File: src/rtl/pipe_ctrl.sv
// rtl/pipe_ctrl.sv - pipeline hazard/flush control with register scoreboard and data-memory handshake FSM
module pipe_ctrl #(
  parameter int FLUSH_CYCLES = 2,
  parameter int MEM_TIMEOUT  = 15
) (
  input  logic        clk,
  input  logic        reset,
  input  logic [3:0]  rs1D,
  input  logic [3:0]  rs2D,
  input  logic [3:0]  rdD,
  input  logic        validD,
  input  logic        isBranchTakenE,
  input  logic        memOpE,
  input  logic        mem_ack,
  input  logic        wbValidW,
  input  logic [3:0]  rdW,
  output logic        stallF,
  output logic        stallD,
  output logic        flushD,
  output logic        flushE,
  output logic        mem_req,
  output logic        mem_err,
  output logic [15:0] busy
);

  typedef enum logic [1:0] {IDLE, REQ, WAIT} mem_state_t;

  localparam logic [1:0] FLUSH_LOAD   = 2'(FLUSH_CYCLES);
  localparam logic [7:0] TIMEOUT_LAST = 8'(MEM_TIMEOUT - 1);

  mem_state_t  state_q, state_d;
  logic [7:0]  wait_cnt_q, wait_cnt_d;
  logic        mem_err_q, mem_err_d;
  logic [1:0]  flush_cnt_q, flush_cnt_d;
  logic [15:0] busy_q, busy_d;

  logic flush, hazard, mem_busy, stall, issue;

  // Hazard looks only at registered busy: a writeback in this cycle does not unblock until next cycle.
  always_comb begin
    hazard   = validD && (((rs1D != 4'd0) && busy_q[rs1D]) ||
                          ((rs2D != 4'd0) && busy_q[rs2D]));
    mem_busy = (state_q == REQ) || (state_q == WAIT);
    flush    = isBranchTakenE || (flush_cnt_q != 2'd0);
    stall    = (hazard || mem_busy) && !flush;
    issue    = validD && !stall && !flush;
  end

  always_comb begin
    busy_d = busy_q;
    if (wbValidW && (rdW != 4'd0)) busy_d[rdW] = 1'b0;
    if (issue && (rdD != 4'd0))    busy_d[rdD] = 1'b1;
    busy_d[0] = 1'b0;
  end

  always_comb begin
    flush_cnt_d = flush_cnt_q;
    if (isBranchTakenE)            flush_cnt_d = FLUSH_LOAD;
    else if (flush_cnt_q != 2'd0)  flush_cnt_d = flush_cnt_q - 2'd1;
  end

  // An ack arriving on the timeout cycle wins, so no error is reported.
  always_comb begin
    state_d    = state_q;
    wait_cnt_d = wait_cnt_q;
    mem_err_d  = 1'b0;
    case (state_q)
      IDLE: if (memOpE) state_d = REQ;
      REQ: begin
        state_d    = WAIT;
        wait_cnt_d = 8'd0;
      end
      WAIT: begin
        if (mem_ack) begin
          state_d = IDLE;
        end else if (wait_cnt_q == TIMEOUT_LAST) begin
          state_d   = IDLE;
          mem_err_d = 1'b1;
        end
        if (wait_cnt_q != 8'hFF) wait_cnt_d = wait_cnt_q + 8'd1;
      end
      default: state_d = IDLE;
    endcase
  end

  always_ff @(posedge clk) begin
    if (!reset) begin
      state_q     <= IDLE;
      wait_cnt_q  <= 8'd0;
      mem_err_q   <= 1'b0;
      flush_cnt_q <= 2'd0;
      busy_q      <= 16'd0;
    end else begin
      state_q     <= state_d;
      wait_cnt_q  <= wait_cnt_d;
      mem_err_q   <= mem_err_d;
      flush_cnt_q <= flush_cnt_d;
      busy_q      <= busy_d;
    end
  end

  assign stallF  = stall;
  assign stallD  = stall;
  assign flushD  = flush;
  assign flushE  = flush;
  assign mem_req = mem_busy;
  assign mem_err = mem_err_q;
  assign busy    = busy_q;

endmodule

File: config.mk
export PLATFORM = sky130hd
export DESIGN_NAME = pipe_ctrl
export DESIGN_NICKNAME = d
export VERILOG_FILES = /design/src/rtl/pipe_ctrl.sv
export SDC_FILE = /design/constraint.sdc
export NUM_CORES = 1
export LEC_CHECK = 0
export ABC_AREA = 1
export BUFFER_PORTS_ARGS = -buffer_cell sky130_fd_sc_hd__buf_2
export CORE_MARGIN = 5
export CORE_UTILIZATION = 57
export CTS_CLUSTER_SIZE = 10
export DETAILED_ROUTE_END_ITERATION = 7
export GPL_TIMING_DRIVEN = 1
export PLACE_DENSITY = 0.84
export SLEW_MARGIN = 10
export SYNTH_ARGS = -nofsm -noshare
export SYNTH_HDL_FRONTEND = slang
export SYNTH_SLANG_ARGS = --single-unit
File: constraint.sdc
create_clock -name clk -period 2.2 [get_ports clk]
set_input_delay 0.11 -clock clk [delete_from_list [all_inputs] [get_ports clk]]
set_output_delay 0.11 -clock clk [all_outputs]
set_load 0.05 [all_outputs]
==> flow_metrics.tcl, run 1 <==
set metrics [dict create \
    outcome "finished clean" \
    max_cap_violations 0 \
    syn-num-nets 316 \
    dp_hpwl_mm 3.57 \
    slowest_stage "sky130_fd_sc_hd__dfxtp_1" \
    fmax_mhz 511 \
    power.density_cell_area_nw_per_um2 590 \
    clk_latency_ns 0.33 \
    wl_met1_mm 2.02 \
    grt_setup_unrepaired "no" \
    avgRoutedWirePerCell_microns 11.9 \
    instances_no_fill 371 \
    grt_use_total_pct 21.1 \
    floorplan.die.height_microns 66.7 \
    net-switching-power_mw 0.477 \
    synth-simple-area-share_pct 36.4 \
    yosys.area_share.adder_pct 3.41 \
    period_needed_ns 1.96 \
    die_area_sq_um 4450 \
    route.top_layer_used "met4" \
    worstPathCellList "inv_1, ha_1, nand2_1, nand2_1, buf_2" \
    post-synth-top-count-cell "sky130_fd_sc_hd__nand2_1" \
    critPathMaxFanout 16 \
    detailedRoute.firstIterationViolations 156 \
    timing.hold.worst.class "in -> reg" \
    fillerInstances 306 \
    synth_enable_flop_cells 0 \
    critical-path-top-cell-by-count "sky130_fd_sc_hd__nand2_1" \
    route.met3.wl_microns 276 \
    worst_ep_arrival_time_ns 1.85 \
    postRouteWirelength_mm 4.43 \
    core.rowCount 20 \
    cts_hold_repair.buffers 2 \
    drt_antenna_net_count 0 \
    worst_path_largest_cell_delay_ns 0.37 \
    post_cts.resized_instances 0 \
    syn-cell-area_sq_um 1840 \
    synth_area_leaders "sky130_fd_sc_hd__dfxtp_1 (31%), sky130_fd_sc_hd__nand2_1 (13%), sky130_fd_sc_hd__inv_1 (8.4%)" \
    max-vdd-ir-drop_mv 0.569 \
    worst-slew-pin-transition_ns 0.668 \
    finClkSkew_ns 0.00541 \
    detail_route.drc_violations 0 \
    share_clk_of_total_power_pct 20.0 \
    synth_compound_gate_area_share_pct 14.3 \
    synthCells 288 \
    yosys.area.top_type "sky130_fd_sc_hd__dfxtp_1" \
    final_design_area_no_fill_sq_um 2070 \
    syn_area_per_cell_sq_um 6.37 \
    hold_viol_final 0 \
    grt_overflow_total 0 \
    clk_pin_slew_ns 0.14 \
    clock_tree.buffer_depth 2 \
    area_growth_pct 12.7 \
    power.static_leakage_nw 0.996 \
    synth-main-ff-cell "sky130_fd_sc_hd__dfxtp_1" \
    buffer_ports.inserted 43 \
    p_int_mw 0.744 \
    place.detailed.instances 365 \
    finalSetupViolations 0 \
    die_x_microns 66.7 \
    p_sw_share_pct 39.1 \
    cts.repair_timing.setup_buffer_count 0 \
    critical_path_required_ns 2.09 \
    synth-warning-count 0 \
    number_of_global_route_vias_before_repair 1683 \
    post_synth_xor_area_fraction_pct 0.954 \
    routed-via-count 1957 \
    timing.setup.critical_path_class "reg -> out" \
    global_route_wire_length_before_repair_mm 7.45 \
    design.core.area_sq_um 3080 \
    drt_pass1_iterations 4 \
    cts_buffers 3 \
    timing.final.max_slew_violations 0 \
    netlist-cell-type-count 29 \
    synth_sequential_area_ratio_pct 30.5 \
    grt_antenna_before_repair 0 \
    avgViaCountPerCell 5.27 \
    gpl.final_weighted_congestion 0.916 \
    ctsRootBufferMaster "sky130_fd_sc_hd__clkbuf_4" \
    grt_max_degree 23 \
    layout.nets 356 \
    synth-async-reset-ratio_pct 0 \
    dpl_cell_area_sq_um 2010 \
    cts_sinks 28 \
    cp-start-kind "flop" \
    commonest_cells_in_the_netlist "sky130_fd_sc_hd__nand2_1 (64), sky130_fd_sc_hd__inv_1 (41), sky130_fd_sc_hd__nor2_1 (32)" \
    drive_above_1_share_pct 16.8 \
    synth.area.mux_share_pct 0 \
    count_of_boundary_i_o_pins 45 \
    synth_top_cell_area_share_pct 30.5 \
    clock_tree_from_tritoncts "done" \
    totalNegativeSetupSlack_ns 0 \
    floorplan.initialDensity_pct 59.6 \
    synth_top_family_by_area "simple AND/OR/NAND/NOR gates" \
    dr_wl_met2_mm 2.08 \
    seq_power_share_pct 44.8 \
    antenna_cells_inserted 0 \
    ys_seq_elements 28 \
    worst_setup_path_end_kind "output pin" \
    max-slew-margin-rel_pct 55.4 \
    power.share.combinational_pct 35.2 \
    cts-htree-levels 1 \
    layout_worst_path_cycle_share_pct 89.0 \
]
## worst paths after layout
kind | start | endpoint | slack [ns] | cells after the start
worst min-delay path | reset | flush_cnt_q[0] | 0.04 | 3
worst max register to register | wait_cnt_q[0] | wait_cnt_q[7] | 0.53 | 12
worst max-delay path | state_q[0] | stallD | 0.24 | 5
worst min register to register | flush_cnt_q[1] | flush_cnt_q[0] | 0.47 | 2
## registers in the layout, indices dropped and copies added (netlist names)
name         flops
busy            15
wait_cnt_q       8
flush_cnt_q      2
state_q          2
mem_err          1
## logic make-up after synthesis
| group | count (synthesis) |
|---|---|
| simple gates | 150 |
| other cells | 1 |
| xor+xnor | 2 |
| compound gates | 49 |
| fa+ha+maj | 5 |
| buf+inv | 53 |
| flops | 28 |
## metrics by stage
stage / power [mW] / util (%) / hold slack (ns) / setup WS, ns
after floorplan: 0.910 / - / 0.189 / 0.0685
after global placement: 0.977 / 65.4 / 0.292 / 0.611
after detailed placement: 0.985 / 65.4 / 0.309 / 0.539
after CTS: 1.23 / 67.2 / 0.0275 / 0.244
after global routing: 1.30 / 67.2 / 0.0308 / 0.110
final: 1.22 / 67.2 / 0.0364 / 0.241
## critical path: cells and delay by family (launching register included)
kind	cells	cell delay [ns]
buffers and inverters	2	0.36
flip-flops	1	0.37
AND/OR/NAND/NOR	2	0.50
adder cells (fa/ha/maj)	1	0.30
## power groups by stage
| stage | Clock [mW] | Sequential (mW) | Combinational (mW) |
|---|---|---|---|
| after floorplan | 0 | 0.565 | 0.346 |
| after global placement | 0 | 0.557 | 0.420 |
| after detailed placement | 0 | 0.559 | 0.425 |
| after CTS | 0.251 | 0.548 | 0.430 |
| after global routing | 0.279 | 0.551 | 0.474 |
| final | 0.244 | 0.548 | 0.430 |
## area by class of cell
class | instances | area, sq um | area share, %
Sequential cell | 28 | 561 | 27.1
Clock buffer | 4 | 36.3 | 1.75
Inverter | 43 | 168 | 8.10
Multi-Input combinational cell | 207 | 1010 | 49.0
Tap cell | 44 | 55.1 | 2.66
Timing Repair Buffer | 45 | 235 | 11.4
## cell usage in the layout, fill, tap and decap left out
cell                            instances
sky130_fd_sc_hd__nand2_1               64
sky130_fd_sc_hd__buf_2                 43
sky130_fd_sc_hd__inv_1                 41
sky130_fd_sc_hd__nor2_1                32
sky130_fd_sc_hd__nand3_1               28
sky130_fd_sc_hd__dfxtp_1               28
sky130_fd_sc_hd__a21oi_1               25
sky130_fd_sc_hd__o21ai_0               17
sky130_fd_sc_hd__nand4_1               16
sky130_fd_sc_hd__ha_1                   5
sky130_fd_sc_hd__nor3_1                 3
sky130_fd_sc_hd__o31ai_1                3
sky130_fd_sc_hd__clkbuf_4               3
sky130_fd_sc_hd__nor2_2                 2
sky130_fd_sc_hd__o211ai_1               2
sky130_fd_sc_hd__or2_2                  2
sky130_fd_sc_hd__dlygate4sd3_1          2
sky130_fd_sc_hd__inv_6                  1
sky130_fd_sc_hd__clkinv_2               1
sky130_fd_sc_hd__nand3_2                1
sky130_fd_sc_hd__nand2_4                1
sky130_fd_sc_hd__a211oi_1               1
sky130_fd_sc_hd__xor2_1                 1
sky130_fd_sc_hd__o21bai_1               1
sky130_fd_sc_hd__xnor2_1                1
sky130_fd_sc_hd__nor4_1                 1
sky130_fd_sc_hd__conb_1                 1
sky130_fd_sc_hd__clkbuf_8               1
## layer usage
layer | vias to the layer above | GRT usage [%]
met5 | - | 0
met4 | 0 | 5.08
met3 | 6 | 2.70
met2 | 58 | 34.3
met1 | 868 | 29.3
li1 | 1025 | -
Note: power is estimated with default switching activity, not from simulation.
==> inputs of run 2 (changes only) <==
CORE_MARGIN = 1.5   (was 5)
==> run 2 against run 1 <==
Non-clock buffer count unchanged. Power up 0.73%. Combinational power about the same. Highest routed layer unchanged. Clock power up 2%. Via count down 1.0%. Routed wire length down 1.2%. Cell area unchanged. Count of clock-buffer cells in the layout unchanged. Critical path depth up 3. Clock skew about the same. Cell count unchanged. Hold slack worse by 0.00074 ns.
==> flow_metrics.tcl, run 2 (synthesized netlist as in run 1, its figures left out) <==
set metrics [dict create \
    grt_max_degree 23 \
    gpl.final_weighted_congestion 0.949 \
    timing.critical_path.from "isBranchTakenE" \
    post_cts.resized_instances 0 \
    layout_worst_path_cycle_share_pct 88.3 \
    max_cap_violations 0 \
    dp_hpwl_mm 3.48 \
    final_util_pct 67.8 \
    hold_viol_final 0 \
    drt_antenna_net_count 0 \
    grt_antenna_before_repair 0 \
    global_route_wire_length_before_repair_mm 7.04 \
    fillerInstances 312 \
    postRouteWirelength_mm 4.38 \
    floorplan.initialDensity_pct 60.1 \
    worst_setup_path_end_kind "output pin" \
    count_of_boundary_i_o_pins 45 \
    avgViaCountPerCell 5.22 \
    power_mw 1.23 \
    timing.hold.worst.class "in -> reg" \
    outcome "finished clean" \
    grt_setup_unrepaired "no" \
    layout.nets 356 \
    buffer_ports.inserted 43 \
    critPathMaxFanout 16 \
    timing.final.max_slew_violations 0 \
    grt_use_total_pct 25.5 \
    worst-slew-pin-transition_ns 0.650 \
    clk_latency_ns 0.33 \
    ctsRootBufferMaster "sky130_fd_sc_hd__clkbuf_4" \
    cts_sinks 28 \
    fin_worst_hold_slack_ns 0.0357 \
    cts_hold_repair.buffers 2 \
    max-vdd-ir-drop_mv 0.515 \
    die_x_microns 59.7 \
    critical_path_required_ns 2.09 \
    layout.cells.most_common_list "sky130_fd_sc_hd__nand2_1 (64), sky130_fd_sc_hd__buf_2 (43), sky130_fd_sc_hd__inv_1 (41)" \
    clk_pin_slew_ns 0.14 \
    routed-via-count 1937 \
    place.detailed.instances 365 \
    worst_ep_arrival_time_ns 1.83 \
    cp-start-kind "input port" \
    clock_tree_from_tritoncts "done" \
    die_area_sq_um 3570 \
    largest_reg_flops 15 \
    drive_above_1_share_pct 16.8 \
    rr_startpoint "wait_cnt_q[0]" \
    core.rowCount 20 \
    power.static_leakage_nw 0.996 \
    fmax_mhz 515 \
    cts_buffers 3 \
    instances_no_fill 371 \
    grt_overflow_total 0 \
    drt_pass1_iterations 4 \
    detailedRoute.firstIterationViolations 134 \
    finalSetupViolations 0 \
    avgRoutedWirePerCell_microns 11.8 \
    period_needed_ns 1.94 \
    totalNegativeSetupSlack_ns 0 \
    setup.worst_path.end "stallD" \
    number_of_global_route_vias_before_repair 1642 \
    cts-htree-levels 1 \
    detail_route.drc_violations 0 \
    max-slew-margin-rel_pct 56.6 \
    most_common_library_cell_in_the_layout_ignoring_fill_and_taps "sky130_fd_sc_hd__nand2_1" \
    cts.repair_timing.setup_buffer_count 0 \
    timing.rr.end "wait_cnt_q[7]" \
    area_growth_pct 12.7 \
    timing.setup.critical_path_class "in -> out" \
    finClkSkew_ns 0.00580 \
    clock_tree.buffer_depth 2 \
    power.density_cell_area_nw_per_um2 595 \
    floorplan.die.height_microns 59.7 \
    design.core.area_sq_um 3050 \
    r2r_slack_ns 0.45 \
    worstRegToRegCells 12 \
    antenna_cells_inserted 0 \
]
run 2: cell counts in the layout (fill, tap and decap cells not counted):
Identical to the previous run, type by type.
run 2: area by class of cell:
type / count / area (sq um) / area share [%]
Inverter: 43 / 168 / 8.10
Multi-Input combinational cell: 207 / 1010 / 49.0
Clock buffer: 4 / 36.3 / 1.75
Tap cell: 44 / 55.1 / 2.66
Timing Repair Buffer: 45 / 235 / 11.4
Sequential cell: 28 / 561 / 27.1
run 2: where the power goes:
group / total, mW / internal, mW / switching, mW
clock: 0.249 / 0.101 / 0.148
combinational: 0.433 / 0.113 / 0.321
sequential: 0.548 / 0.531 / 0.0178
run 2: worst min path at each step:
stage / start / endpoint / slack (ns) / cells after the start
6_report: reset / flush_cnt_q[0] / 0.04 / 3
5_1_grt: reset / flush_cnt_q[0] / 0.006 / 3
4_1_cts: reset / flush_cnt_q[0] / 0.03 / 3
3_5_place_dp: mem_ack / mem_err / 0.29 / 2
3_3_place_gp: mem_ack / mem_err / 0.29 / 2
2_1_floorplan: mem_ack / mem_err / 0.19 / 1
run 2: routing by layer:
metal | GRT usage (%) | up-vias | part of all wire [%]
met4 | 9.52 | 0 | 1.0
met2 | 41.6 | 53 | 47
met5 | 0 | - | 0
li1 | - | 1021 | -
met3 | 3.90 | 5 | 4.7
met1 | 33.9 | 858 | 47
run 2: worst max-delay path, stage by stage:
cell and delay, ns:
sky130_fd_sc_hd__dlygate4sd3_1 0.53, sky130_fd_sc_hd__buf_2 0.12, sky130_fd_sc_hd__nor2_1 0.08, sky130_fd_sc_hd__inv_1 0.05, sky130_fd_sc_hd__nor2_1 0.15, sky130_fd_sc_hd__nand2_1 0.32
sky130_fd_sc_hd__nand2_1 0.18, sky130_fd_sc_hd__buf_2 0.28
run 2: stage by stage:
stage	setup slack [ns]	area [sq um]
final	0.257	2070
after global routing	0.0833	2070
after CTS	0.259	2070
after detailed placement	0.478	2010
after global placement	0.614	2010
after floorplan	0.0685	1840
